[config.mk]
export PLATFORM = sky130hd
export DESIGN_NAME = buffered_router_flat
export DESIGN_NICKNAME = d
export VERILOG_FILES = /design/src/rtl/buffered_router_if.sv /design/src/rtl/buffered_router.sv /design/src/flat_wrapper.sv
export SDC_FILE = /design/constraint.sdc
export NUM_CORES = 1
export LEC_CHECK = 0
export BUFFER_PORTS_ARGS = -buffer_cell sky130_fd_sc_hd__buf_2
export CAP_MARGIN = 30
export CORE_UTILIZATION = 47
export CTS_BUF_LIST = sky130_fd_sc_hd__clkbuf_8 sky130_fd_sc_hd__clkbuf_16
export DETAILED_ROUTE_END_ITERATION = 6
export PLACE_DENSITY = 0.69
export SYNTH_ARGS = -nofsm -noshare
export SYNTH_HDL_FRONTEND = slang
export SYNTH_SLANG_ARGS = --single-unit
[constraint.sdc]
create_clock -name clk -period 2.2 [get_ports clk]
set_input_delay 0.22 -clock clk [delete_from_list [all_inputs] [get_ports clk]]
set_output_delay 0.22 -clock clk [all_outputs]
set_load 0.005 [all_outputs]
[src/rtl/buffered_router_if.sv]
// buffered_router_if: bundles the producer-side and consumer-side handshake signals
// of buffered_router.
//   din/din_en/addr/din_ready : single input stream and its channel select
//   dout/dout_valid/dout_ready: per-channel first-word-fall-through outputs
//   occupancy                 : per-channel word count, 0..FIFO_DEPTH
//   drop_err                  : one-cycle pulse when an out-of-range word is discarded
// The master modport is the environment (producer + consumers); the slave modport is the router.
interface buffered_router_if #(
  parameter int unsigned DATA_WIDTH = 32,
  parameter int unsigned NUM_PORTS  = 4,
  parameter int unsigned FIFO_DEPTH = 4
);
  localparam int unsigned AW = $clog2(NUM_PORTS);
  localparam int unsigned CW = $clog2(FIFO_DEPTH) + 1;

  logic [DATA_WIDTH-1:0]           din;
  logic                            din_en;
  logic [AW-1:0]                   addr;
  logic                            din_ready;
  logic [NUM_PORTS*DATA_WIDTH-1:0] dout;
  logic [NUM_PORTS-1:0]            dout_valid;
  logic [NUM_PORTS-1:0]            dout_ready;
  logic [NUM_PORTS*CW-1:0]         occupancy;
  logic                            drop_err;

  modport master (
    output din, din_en, addr, dout_ready,
    input  din_ready, dout, dout_valid, occupancy, drop_err
  );

  modport slave (
    input  din, din_en, addr, dout_ready,
    output din_ready, dout, dout_valid, occupancy, drop_err
  );
endinterface

[src/rtl/buffered_router.sv]
// buffered_router: routes one valid/ready word stream to NUM_PORTS output channels chosen by
// addr, each behind its own FIFO_DEPTH-word first-word-fall-through FIFO.
//   clk    : rising-edge clock
//   resetn : asynchronous active-low reset (pointers, counts and drop_err cleared)
//   bus    : buffered_router_if slave modport carrying all data/handshake signals
// Words to an out-of-range addr are accepted, discarded and flagged on drop_err next cycle.
module buffered_router #(
  parameter int unsigned DATA_WIDTH = 32,
  parameter int unsigned NUM_PORTS  = 4,
  parameter int unsigned FIFO_DEPTH = 4
) (
  input logic              clk,
  input logic              resetn,
  buffered_router_if.slave bus
);
  localparam int unsigned AW = $clog2(NUM_PORTS);
  localparam int unsigned PW = $clog2(FIFO_DEPTH);
  localparam int unsigned CW = PW + 1;

  logic [DATA_WIDTH-1:0] mem_q    [NUM_PORTS][FIFO_DEPTH];
  logic [PW-1:0]         wr_ptr_q [NUM_PORTS];
  logic [PW-1:0]         rd_ptr_q [NUM_PORTS];
  logic [CW-1:0]         count_q  [NUM_PORTS];
  logic                  drop_err_q;

  logic [NUM_PORTS-1:0]  full;
  logic [NUM_PORTS-1:0]  valid;
  logic [NUM_PORTS-1:0]  push;
  logic [NUM_PORTS-1:0]  pop;
  logic                  in_range;

  // Channel decode. din_ready looks only at full, never at a same-cycle pop, so a full
  // FIFO refuses input even while draining. Out-of-range addresses are always ready.
  always_comb begin
    full          = '0;
    valid         = '0;
    push          = '0;
    pop           = '0;
    in_range      = 1'b0;
    bus.din_ready = 1'b1;
    for (int unsigned k = 0; k < NUM_PORTS; k++) begin
      full[k]  = (count_q[k] == CW'(FIFO_DEPTH));
      valid[k] = (count_q[k] != '0);
      pop[k]   = valid[k] & bus.dout_ready[k];
      if (bus.addr == AW'(k)) begin
        in_range      = 1'b1;
        bus.din_ready = ~full[k];
        push[k]       = bus.din_en & ~full[k];
      end
    end
  end

  // Fall-through outputs; an empty channel reads as zero.
  always_comb begin
    bus.dout      = '0;
    bus.occupancy = '0;
    for (int unsigned k = 0; k < NUM_PORTS; k++) begin
      if (valid[k]) begin
        bus.dout[k*DATA_WIDTH +: DATA_WIDTH] = mem_q[k][rd_ptr_q[k]];
      end
      bus.occupancy[k*CW +: CW] = count_q[k];
    end
  end

  assign bus.dout_valid = valid;
  assign bus.drop_err   = drop_err_q;

  always_ff @(posedge clk or negedge resetn) begin
    if (!resetn) begin
      for (int unsigned k = 0; k < NUM_PORTS; k++) begin
        wr_ptr_q[k] <= '0;
        rd_ptr_q[k] <= '0;
        count_q[k]  <= '0;
      end
      drop_err_q <= 1'b0;
    end else begin
      for (int unsigned k = 0; k < NUM_PORTS; k++) begin
        if (push[k]) wr_ptr_q[k] <= wr_ptr_q[k] + PW'(1);
        if (pop[k])  rd_ptr_q[k] <= rd_ptr_q[k] + PW'(1);
        count_q[k] <= count_q[k] + CW'(push[k]) - CW'(pop[k]);
      end
      drop_err_q <= bus.din_en & ~in_range;
    end
  end

  // Storage needs no reset: a slot is only visible once its count covers it.
  always_ff @(posedge clk) begin
    for (int unsigned k = 0; k < NUM_PORTS; k++) begin
      if (push[k]) mem_q[k][wr_ptr_q[k]] <= bus.din;
    end
  end
endmodule

[src/flat_wrapper.sv]
// flat-port wrapper written by rule: the top's interface ports become plain ports
module buffered_router_flat 
#(
  parameter int unsigned DATA_WIDTH = 32,
  parameter int unsigned NUM_PORTS  = 4,
  parameter int unsigned FIFO_DEPTH = 4
)
  (clk, resetn, bus_din, bus_din_en, bus_addr, bus_dout_ready, bus_din_ready, bus_dout, bus_dout_valid, bus_occupancy, bus_drop_err);
  buffered_router_if #(.DATA_WIDTH(DATA_WIDTH), .NUM_PORTS(NUM_PORTS), .FIFO_DEPTH(FIFO_DEPTH)) bus_i ();
  input logic clk;
  input logic resetn;
  input wire logic [$bits(bus_i.din)-1:0] bus_din;
  input wire logic [$bits(bus_i.din_en)-1:0] bus_din_en;
  input wire logic [$bits(bus_i.addr)-1:0] bus_addr;
  input wire logic [$bits(bus_i.dout_ready)-1:0] bus_dout_ready;
  output wire logic [$bits(bus_i.din_ready)-1:0] bus_din_ready;
  output wire logic [$bits(bus_i.dout)-1:0] bus_dout;
  output wire logic [$bits(bus_i.dout_valid)-1:0] bus_dout_valid;
  output wire logic [$bits(bus_i.occupancy)-1:0] bus_occupancy;
  output wire logic [$bits(bus_i.drop_err)-1:0] bus_drop_err;
  assign bus_i.din = bus_din;
  assign bus_i.din_en = bus_din_en;
  assign bus_i.addr = bus_addr;
  assign bus_i.dout_ready = bus_dout_ready;
  assign bus_din_ready = bus_i.din_ready;
  assign bus_dout = bus_i.dout;
  assign bus_dout_valid = bus_i.dout_valid;
  assign bus_occupancy = bus_i.occupancy;
  assign bus_drop_err = bus_i.drop_err;
  buffered_router #(.DATA_WIDTH(DATA_WIDTH), .NUM_PORTS(NUM_PORTS), .FIFO_DEPTH(FIFO_DEPTH)) u_core (.clk(clk), .resetn(resetn), .bus(bus_i));
endmodule
## Yosys cells after proc, flatten, opt, wreduce, memory -nomap -nowiden

Memory sizes are Yosys's and may differ from the RTL's.
Index checks and enable logic that the tools add are counted.

- Flip-flop bits (word level): 29
- Bits in writable memories: 512
- Bits of input ports: 41
- Output and inout bits: 146
- Logic and storage cells: 136
- Memories kept: 1

Memories:

| memory | depth | bits a word | read ports | clocked after Yosys merged registers in | write ports | line | source |
|---|---|---|---|---|---|---|---|
| u_core.mem_q | 4 | 128 | 4 | 0 | 1 | buffered_router.sv:20 | `logic [DATA_WIDTH-1:0] mem_q [NUM_PORTS][FIFO_DEPTH];` |

- Add/sub/neg operators: 16
- $lt $le $gt $ge: 12
- Equality and inequality tests: 7
- Multiplexer cells: 53
- Bitwise gates (word level): 22
- Reductions and logical operators: 12

Operators by type and width:

| kind | count |
|---|---|
| $mux W128 | 10 |
| $mux W32 | 16 |
| $reduce_or A128 Y1 | 3 |
| $bmux W32 S2 | 4 |
| $demux W32 S2 | 4 |
| $ge A3 B3 Y1 const B | 8 |
| $not A2 Y3 | 8 |
| $add A2 B1 Y2 const B | 8 |
| $mux W1 | 16 |
| $add A3 B1 Y3 | 4 |
| $eq A3 B3 Y1 const B | 4 |
| $lt A3 B1 Y1 const B | 4 |
| $reduce_bool A3 Y1 | 4 |
| $sub A3 B1 Y3 | 4 |
| $and A1 B1 Y1 | 9 |
| $mux W2 | 3 |
| $not A1 Y1 | 5 |
| $eq A2 B2 Y1 const B | 2 |
| $logic_and A1 B1 Y1 | 4 |
| $eq A2 B1 Y1 const B | 1 |
| $logic_not A2 Y1 | 1 |

## Logic depth before layout (Yosys ltp)

Gate-level depths: netlist of run 1.

- Word-level depth: 10
- Gate-level depth with buffers: 10

## Worst setup path after synthesis of run 1

Ideal clock, no wire load.

- Path kind: register to register
- Start: reg u_core.count_q, in the netlist u_core.bus.occupancy[2]
- End: reg u_core.count_q, in the netlist u_core.bus.occupancy[2]
- Setup time: 0.128 ns
- Arrival time: 2.246 ns
- Setup slack: -0.173 ns
- Cell stages (with the launch flop): 10
- Path through: dfrtp_1 > or3_1 > clkbuf_1 > and2_1 > ha_1 > inv_1 > ha_1 > fa_1 > xor2_1 > xnor2_1

- Elaborated cells between the ends (all ways): 8

RTL lines:

| item | line | source |
|---|---|---|
| from (decl) | buffered_router.sv:23 | `logic [CW-1:0] count_q [NUM_PORTS];` |
| from (signal, indexed assignment) | buffered_router.sv:80 | `count_q[k] <= count_q[k] + CW'(push[k]) - CW'(pop[k]);` |
| $reduce_bool A3 Y1 | buffered_router.sv:43 | `valid[k] = (count_q[k] != '0);` |
| $and A1 B1 Y1 | buffered_router.sv:44 | `pop[k] = valid[k] & bus.dout_ready[k];` |
| via u_core.pop[0] | buffered_router.sv:29 | `logic [NUM_PORTS-1:0] pop;` |
| $sub A3 B1 Y3 | buffered_router.sv:80 |  |

The timed path passes the listed nets, and every way through them passes these cells.
A chain may end at the register's enable or synchronous reset.

## Worst setup path after layout of run 1

- Start: reg u_core.rd_ptr_q[4] in the netlist's numbering
- End: out bus_dout[60]

- Cells in the longest elaborated chain, start to end: 5

RTL lines:

| item | line | source |
|---|---|---|
| from (decl) | buffered_router.sv:22 | `logic [PW-1:0] rd_ptr_q [NUM_PORTS];` |
| from (signal, indexed assignment) | buffered_router.sv:79 | `if (pop[k]) rd_ptr_q[k] <= rd_ptr_q[k] + PW'(1);` |
| $not A2 Y3 (implied by the code) | buffered_router.sv:59 | `bus.dout[k*DATA_WIDTH +: DATA_WIDTH] = mem_q[k][rd_ptr_q[k]];` |
| $bmux W32 S2 | buffered_router.sv:59 |  |
| $mux W32 (implied by the code) (2 in series) | buffered_router.sv:59 |  |
| $mux W32 | buffered_router.sv:58 | `if (valid[k]) begin` |
| to (decl) | flat_wrapper.sv:17 | `output wire logic [$bits(bus_i.dout)-1:0] bus_dout;` |

No other way between the ends. The select of a mux whose other input is x is not followed.

==> run_results.csv, run 1 <==
group,metric,value,unit
power_and_ir_drop,power_density,1331,nW/um^2
timing,finalHoldViolCount,0,
worst_setup_path,critPathMaxStageDelay,0.57,ns
power_and_ir_drop,report.power.total,34.97,mW
synthesis,syn_area_per_cell,21.78,um^2
timing,finalWorstPathRequiredPeriod,2.363,ns
placed_design,hpwl,28060,um
drt,ant_nets,0,
floorplanning,chipWidth,213.6,um
status,violations,"setup timing",
drt,dr_vias,10205,
drt,via_per_inst,5.472,
placed_design,placedInstanceArea,23270,um^2
power_and_ir_drop,total_leakage_power,9.181,nW
worst_setup_path,timing.critical_path.from_type,"flop",
timing,final-setup-viol-count,127,
timing,final.setup.worst_slack,-0.1626,ns
power_and_ir_drop,net_switching_power,9.846,mW
cells_and_area,final_common_cell,"sky130_fd_sc_hd__edfxtp_1",
cells_and_area,post_route_cell_area,26280,um^2
global_routing,grt_usage,21.12,%
synthesis,synth_area,21040,um^2
power_and_ir_drop,power_switching_share,28.15,%
worst_setup_path,r2r-start,"u_core.bus.occupancy[4]",
drt,post_drt_wl_per_cell,25.44,um
global_routing,grt_start_max_net_pins,35,
global_routing,antenna_found_initial,0,
worst_setup_path,cpMaxStageDelayCell,"sky130_fd_sc_hd__mux4_2",
clock_tree,clk_pin_slew_worst_paths,0.06,ns
synthesis,ys.flop_type,"sky130_fd_sc_hd__edfxtp_1",
global_routing,grt_first_pass_wirelength,68230,um
synthesis,synth_top_area_share,73.07,%
worst_setup_path,path_delay_family,"multiplexers",
synthesis,yosys_warnings,0,
clock_tree,numCtsBuffers,53,
synthesis,synth_cell_types,27,
worst_setup_path,critical_path_arrival,2.14,ns
worst_setup_path,cp_num_cells,4,
drt,drt_first_iter_violations,753,
floorplanning,initial_core_util,47.58,%
clock_tree,clock-root-buffer,"sky130_fd_sc_hd__clkbuf_16",
power_and_ir_drop,power_frac_comb,39.6,%
power_and_ir_drop,worst_ir_drop_vdd,0.001015,V
drt,routed_wl,47450,um
synthesis,post_synth_inst_count,966,
clock_tree,cts_sink_cnt,541,
cells_and_area,layout.nets,1303,
timing,layout_worst_path_cycle_share,107.4,%
synthesis,synthDominantAreaCellType,"sky130_fd_sc_hd__edfxtp_1",
drt,drt_pre_antenna_iters,4,
worst_setup_path,cp_num_buf_inv,2,
timing,maxClockFrequency,423.3,MHz
status,status,"finished with violations",
placed_design,port-buffer-count,186,
flow_run,max_cap_violations,0,
worst_setup_path,worst-path-max-fanout,18,
clock_tree,htreeDepth,2,
timing,unrepaired_setup_endpoints_after_global_routing,"yes",
clock_tree,clock_insertion_delay_worst_skew,0.59,ns
synthesis,asyncSetResetFlopFracSynth,5.360,%
hold_path,hold_path.startpoint,"bus_din[1]",
timing,slew_viol_final,0,
synthesis,area_contributors_post_synth,"sky130_fd_sc_hd__edfxtp_1, sky130_fd_sc_hd__mux4_2, sky130_fd_sc_hd__and2_1",
floorplanning,io-pin-count,187,
hold_path,holdCritPathClass,"primary input to flop",
global_routing,number_of_global_route_vias_before_repair,10447,
power_and_ir_drop,power.share.sequential,35.7,%
floorplanning,dieHeight,213.6,um
cells_and_area,syn2layout_area_growth,24.91,%
worst_setup_path,critical_path.endpoint_type,"primary output",
worst_setup_path,worst-setup-path-type,"flop to primary output",
floorplanning,design.core.area,44220,um^2
timing,tightestPinTransition,0.7165,ns
power_and_ir_drop,p_clk_share,24.7,%
synthesis,synthesis.nets,1035,
floorplanning,placement_rows,77,
clock_tree,tritoncts,"done",
power_and_ir_drop,internal_power_contribution,25.13,mW
floorplanning,die_area,45620,um^2
worst_setup_path,timing_startpoint_of_the_critical_path,"u_core.rd_ptr_q[4]",
hold_path,worst_hold_path.num_cells,1,
synthesis,ys_seq_elements,541,
clock_tree,cts-root-to-sink-buffers,3,
worst_setup_path,crit_path_cell_trace,"buf_12 > mux4_2 > and2_4 > buf_2",
global_routing,gr-total-overflow,0,
timing,worst_clock_skew,0.01594,ns
cells_and_area,drive_above_1_share,48.86,%
worst_setup_path,worst-endpoint-required,1.98,ns
placed_design,gp_routability_congestion,0.7389,
synthesis,synth_sequential_area_ratio,76.52,%
synthesis,synth_edf_count,512,
cells_and_area,most_frequent_cells_in_the_layout,"sky130_fd_sc_hd__edfxtp_1, sky130_fd_sc_hd__mux4_2, sky130_fd_sc_hd__and2_4, sky130_fd_sc_hd__buf_6, sky130_fd_sc_hd__buf_2",
drt,detail_route.drc_violations,0,
timing,slew_headroom,52.23,%
worst_setup_path,ff2ff_path_depth,9,
cells_and_area,antenna_cells_inserted,0,
-- metal layers --
metal  wire length, um  GRT usage, %  share of wire, %
met2             23680         34.05                50
met1             20350         30.00                43
met3              2571         3.793               5.4
met4               852         5.542               1.8
met5                 0             0                 0
-- power by group through the flow --
stage | logic [mW] | registers [mW] | clock network, mW
floorplan | 6.07 | 12.6 | 0
global placement | 10.4 | 12.6 | 0
detailed placement | 10.5 | 12.7 | 0
CTS | 12.4 | 12.5 | 8.83
global route | 14.9 | 12.5 | 9.23
finish | 13.8 | 12.5 | 8.65
-- what timing repair did --
item,in CTS,in global routing
hold buffers,14,0
resized for setup,140,106
hold endpoints to repair,139,0
buffers inserted,2,7
gates cloned,0,3
setup endpoints to repair,129,133
pin swaps,1,12
-- cell usage after synthesis, types with 3 or more instances --
| cell | n |
|---|---|
| sky130_fd_sc_hd__nor2_1 | 3 |
| sky130_fd_sc_hd__xor2_1 | 7 |
| sky130_fd_sc_hd__edfxtp_1 | 512 |
| sky130_fd_sc_hd__clkbuf_1 | 22 |
| sky130_fd_sc_hd__and2_1 | 144 |
| sky130_fd_sc_hd__buf_4 | 12 |
| sky130_fd_sc_hd__or3_1 | 4 |
| sky130_fd_sc_hd__ha_1 | 24 |
| sky130_fd_sc_hd__buf_2 | 14 |
| sky130_fd_sc_hd__fa_1 | 4 |
| sky130_fd_sc_hd__nand2_1 | 4 |
| sky130_fd_sc_hd__dfrtp_1 | 29 |
| sky130_fd_sc_hd__xnor2_1 | 13 |
| sky130_fd_sc_hd__nand3_1 | 5 |
| sky130_fd_sc_hd__mux2_2 | 3 |
| sky130_fd_sc_hd__mux4_2 | 128 |
| sky130_fd_sc_hd__inv_1 | 25 |
| sky130_fd_sc_hd__and2_2 | 4 |
-- cell families after synthesis --
kind of cell / count (synthesis) / share of synthesized area [%]
AOI/OAI and AO/OA: 3 / 0.2319
and+or+nand+nor: 166 / 4.876
xor gates and xnor gates: 20 / 0.8325
muxes: 133 / 14.06
adders and majority gates: 28 / 1.808
DFF: 541 / 76.52
other: 1 / 0.01782
buffers and inverters: 74 / 1.653
-- flip-flops by register name, indices dropped and copies added, names as in the netlist --
| signal | flops |
|---|---|
| u_core.mem_q | 512 |
| u_core.bus.occupancy | 12 |
| u_core.rd_ptr_q | 8 |
| u_core.wr_ptr_q | 8 |
| u_core.bus.drop_err | 1 |
-- cell type report --
type | count | area [um^2]
Tap cell | 592 | 740.7
Inverter | 25 | 93.84
Sequential cell | 541 | 16110
Multi-Input combinational cell | 351 | 5034
Clock buffer | 61 | 1436
Timing Repair Buffer | 262 | 2636
Clock inverter | 33 | 234.0
Fill cell | 3130 | 17940
-- through the flow --
stage / setup TNS (ns) / hold slack (ns) / std cells / setup WS (ns) / util [%]
2_1_floorplan: -1.053 / -0.07559 / 966 / -0.04249 / -
3_3_place_gp: 0 / 0.2997 / 1745 / 0.09552 / 52.62
3_5_place_dp: 0 / 0.3123 / 1745 / 0.04289 / 52.62
4_1_cts: -15.91 / 0.003374 / 1855 / -0.1965 / 58.10
5_1_grt: -20.62 / 0.01306 / 1865 / -0.2233 / 59.43
6_report: -10.02 / 0.02563 / 1865 / -0.1626 / 59.43
-- worst paths after layout --
check	end	slack (ns)
hold / removal	u_core.mem_q[1][1]	0.03
hold reg to reg	u_core.rd_ptr_q[3]	0.54
setup / recovery	bus_dout[60]	-0.16
min in group asynchronous	u_core.bus.occupancy[4]	0.20
setup reg to reg	u_core.bus.occupancy[5]	-0.03
max in group asynchronous	u_core.rd_ptr_q[2]	1.49
Power figures use the tool's default switching activity.
==> run 2: changes to the inputs <==
--- a/config.mk
+++ b/config.mk
@@ -5,12 +5,15 @@
 export SDC_FILE = /design/constraint.sdc
 export NUM_CORES = 1
 export LEC_CHECK = 0
+export ABC_AREA = 1
 export BUFFER_PORTS_ARGS = -buffer_cell sky130_fd_sc_hd__buf_2
 export CAP_MARGIN = 30
 export CORE_UTILIZATION = 47
 export CTS_BUF_LIST = sky130_fd_sc_hd__clkbuf_8 sky130_fd_sc_hd__clkbuf_16
 export DETAILED_ROUTE_END_ITERATION = 6
 export PLACE_DENSITY = 0.69
+export REMOVE_ABC_BUFFERS = 1
+export SKIP_CTS_REPAIR_TIMING = 1
 export SYNTH_ARGS = -nofsm -noshare
 export SYNTH_HDL_FRONTEND = slang
 export SYNTH_SLANG_ARGS = --single-unit
==> run_results.csv, run 2 <==
group,metric,value,unit
status,status,"finished with violations",
status,violations,"DRC, setup timing",
floorplanning,design.core.area,45380,um^2
synthesis,ys.flop_type,"sky130_fd_sc_hd__edfxtp_1",
power_and_ir_drop,worst_ir_drop_vdd,0.0007260,V
floorplanning,dieHeight,216.4,um
timing,final.hold.worst_slack,0.005627,ns
clock_tree,cts_sink_cnt,541,
drt,ant_nets,0,
global_routing,grt_start_max_net_pins,67,
worst_setup_path,worst-path-max-fanout,7,
hold_path,hold_path.startpoint,"bus_dout_ready[3]",
drt,drt_pre_antenna_iters,7,
worst_setup_path,crit_path_cell_trace,"buf_6 > clkbuf_16 > nor2_2 > nor2_1 > o21ai_1 > a21oi_2 > buf_2",
worst_setup_path,cpMaxStageDelayCell,"sky130_fd_sc_hd__dfrtp_4",
global_routing,number_of_global_route_vias_before_repair,13513,
worst_setup_path,r2r-start,"u_core.bus.occupancy[6]",
cells_and_area,flip_flop_count_of_the_largest_register_after_layout,512,
cells_and_area,most_frequent_cells_in_the_layout,"sky130_fd_sc_hd__edfxtp_1, sky130_fd_sc_hd__nor2_1, sky130_fd_sc_hd__buf_2, sky130_fd_sc_hd__o21ai_1, sky130_fd_sc_hd__o21ai_0",
drt,routed_wl,56180,um
placed_design,placed_cells_incl_taps,2460,
worst_setup_path,worst-setup-path-type,"flop to primary output",
synthesis,synth_common_cells,"sky130_fd_sc_hd__nor2_1, sky130_fd_sc_hd__edfxtp_1, sky130_fd_sc_hd__o21ai_1",
synthesis,syn_area_per_cell,12.63,um^2
global_routing,grt_usage,21.59,%
timing,final-setup-viol-count,19,
synthesis,post_synth_inst_count,1710,
drt,via_per_inst,5.473,
floorplanning,die_area,46810,um^2
synthesis,area_contributors_post_synth,"sky130_fd_sc_hd__edfxtp_1, sky130_fd_sc_hd__nor2_1, sky130_fd_sc_hd__dfrtp_1",
floorplanning,initial_core_util,47.58,%
timing,final.setup.worst_slack,-0.09981,ns
timing,finalWorstPathRequiredPeriod,2.300,ns
synthesis,post-synth-top-count-cell,"sky130_fd_sc_hd__nor2_1",
synthesis,ys_seq_elements,541,
cells_and_area,syn2layout_area_growth,25.23,%
clock_tree,tritoncts,"done",
placed_design,hpwl,30620,um
cells_and_area,fin_cells,2620,
synthesis,synth_edf_count,512,
drt,post_drt_wl_per_cell,21.44,um
drt,drt_first_iter_violations,1153,
timing,maxClockFrequency,434.8,MHz
synthesis,synth_area,21590,um^2
clock_tree,clock-root-buffer,"sky130_fd_sc_hd__clkbuf_16",
synthesis,synthDominantAreaCellType,"sky130_fd_sc_hd__edfxtp_1",
synthesis,synth_cell_types,22,
floorplanning,placement_rows,78,
hold_path,holdCritPathClass,"primary input to flop",
cells_and_area,drive_above_1_share,27.24,%
worst_setup_path,timing.critical_path.from_type,"flop",
placed_design,port-buffer-count,186,
placed_design,gp_routability_congestion,0.7981,
worst_setup_path,critical_path.endpoint_type,"primary output",
worst_setup_path,critPathMaxStageDelay,0.51,ns
timing,finalHoldViolCount,0,
flow_run,max_cap_violations,0,
power_and_ir_drop,total_leakage_power,9.683,nW
cells_and_area,final_common_cell,"sky130_fd_sc_hd__edfxtp_1",
cells_and_area,fillCellCount,3459,
clock_tree,clock_insertion_delay_worst_skew,0.61,ns
synthesis,asyncSetResetFlopFracSynth,5.360,%
floorplanning,chipWidth,216.4,um
power_and_ir_drop,power_density,1388,nW/um^2
floorplanning,io-pin-count,187,
timing,tightestPinTransition,0.7550,ns
worst_setup_path,cp_num_buf_inv,3,
worst_setup_path,worst-endpoint-required,1.98,ns
synthesis,synth_sequential_area_ratio,74.56,%
worst_setup_path,path_delay_family,"flip-flops",
worst_setup_path,timing_startpoint_of_the_critical_path,"u_core.rd_ptr_q[0]",
timing,unrepaired_setup_endpoints_after_global_routing,"yes",
global_routing,grt_first_pass_wirelength,76800,um
clock_tree,numCtsBuffers,53,
placed_design,worst_setup_timing_slack_at_the_placement_stage,0.09427,ns
timing,slew_viol_final,0,
synthesis,synth_top_area_share,71.20,%
timing,worst_clock_skew,0.01839,ns
clock_tree,clk_pin_slew_worst_paths,0.06,ns
cells_and_area,layout.nets,2045,
clock_tree,cts-root-to-sink-buffers,3,
global_routing,antenna_found_initial,0,
global_routing,gr-total-overflow,0,
timing,layout_worst_path_cycle_share,104.5,%
synthesis,yosys_warnings,0,
clock_tree,htreeDepth,2,
worst_setup_path,critical_path_arrival,2.08,ns
timing,slew_headroom,49.67,%
drt,detail_route.drc_violations,3,
drt,dr_vias,14338,
-- run 2: changes by cell type in the layout (fill, tap and decap cells not counted), sizes merged, moves of 42 or more --
cell	delta
a21oi	+128
and2	-148
inv	+42
mux4	-129
nor2	+535
o21ai	+262
-- run 2: report_power, final --
group	switching [mW]	total [mW]	internal (mW)
clock	3.78	8.84	5.07
sequential	0.501	12.6	12.1
combinational	9.25	16.1	6.84
-- run 2: cell type report --
type	count	area, um^2	share of cell area, %
Sequential cell	541	16120	59.59
Tap cell	600	750.7	2.776
Inverter	66	296.5	1.097
Antenna cell	1	2.502	0.009254
Timing Repair inverter	2	22.52	0.08328
Multi-Input combinational cell	1007	5336	19.73
Clock buffer	53	1326	4.904
Timing Repair Buffer	305	2834	10.48
Clock inverter	45	357.8	1.323
-- run 2: cell families (layout without fill, tap and decap cells) --
logic type,count (synthesis),in the layout,synth area share [%]
simple gates,571,571,10.12
fa+ha+maj,28,28,1.761
buf+inv,162,471,3.836
xor+xnor,16,16,0.6489
flops,541,541,74.56
compound gates,391,391,9.062
other cells,1,2,0.01737
-- run 2: final timing paths --
kind | endpoint | slack [ns] | depth (start not counted)
max | bus_dout[120] | -0.1 | 7
min | u_core.rd_ptr_q[0] | 0.006 | 5
max reg2reg | u_core.bus.occupancy[8] | 0.10 | 10
min reg2reg | u_core.bus.occupancy[8] | 0.62 | 2
max in group asynchronous | u_core.rd_ptr_q[0] | 1.40 | 2
min in group asynchronous | u_core.wr_ptr_q[5] | 0.24 | 2
-- run 2: per-stage QoR --
stage	TNS [ns]	total power [mW]	utilization [%]	area, um^2
3_5_place_dp	0	25.09	52.05	23620
4_1_cts	-15.24	33.92	55.76	25310
3_3_place_gp	0	24.80	52.05	23620
2_1_floorplan	-226.32	18.98	-	21010
6_report	-0.4088	37.55	59.59	27040
5_1_grt	-3.592	39.43	59.58	27040
-- run 2: routing by layer --
layer	up-vias	part of all wire (%)	GRT usage (%)
met5	-	0	0
met4	0	2.9	6.995
met3	95	5.7	3.200
met2	513	50	35.98
met1	7210	41	29.21
li1	6520	-	-
-- run 2: worst reg2reg max path: stages (launching register included) --
cell and delay (ns):
sky130_fd_sc_hd__dfrtp_1 0.42, sky130_fd_sc_hd__nor3_4 0.24, sky130_fd_sc_hd__inv_2 0.06, sky130_fd_sc_hd__nand2_1 0.08, sky130_fd_sc_hd__inv_1 0.06, sky130_fd_sc_hd__ha_1 0.26, sky130_fd_sc_hd__inv_1 0.04, sky130_fd_sc_hd__ha_1 0.18
sky130_fd_sc_hd__fa_2 0.33, sky130_fd_sc_hd__xnor2_1 0.20, sky130_fd_sc_hd__xor2_1 0.16
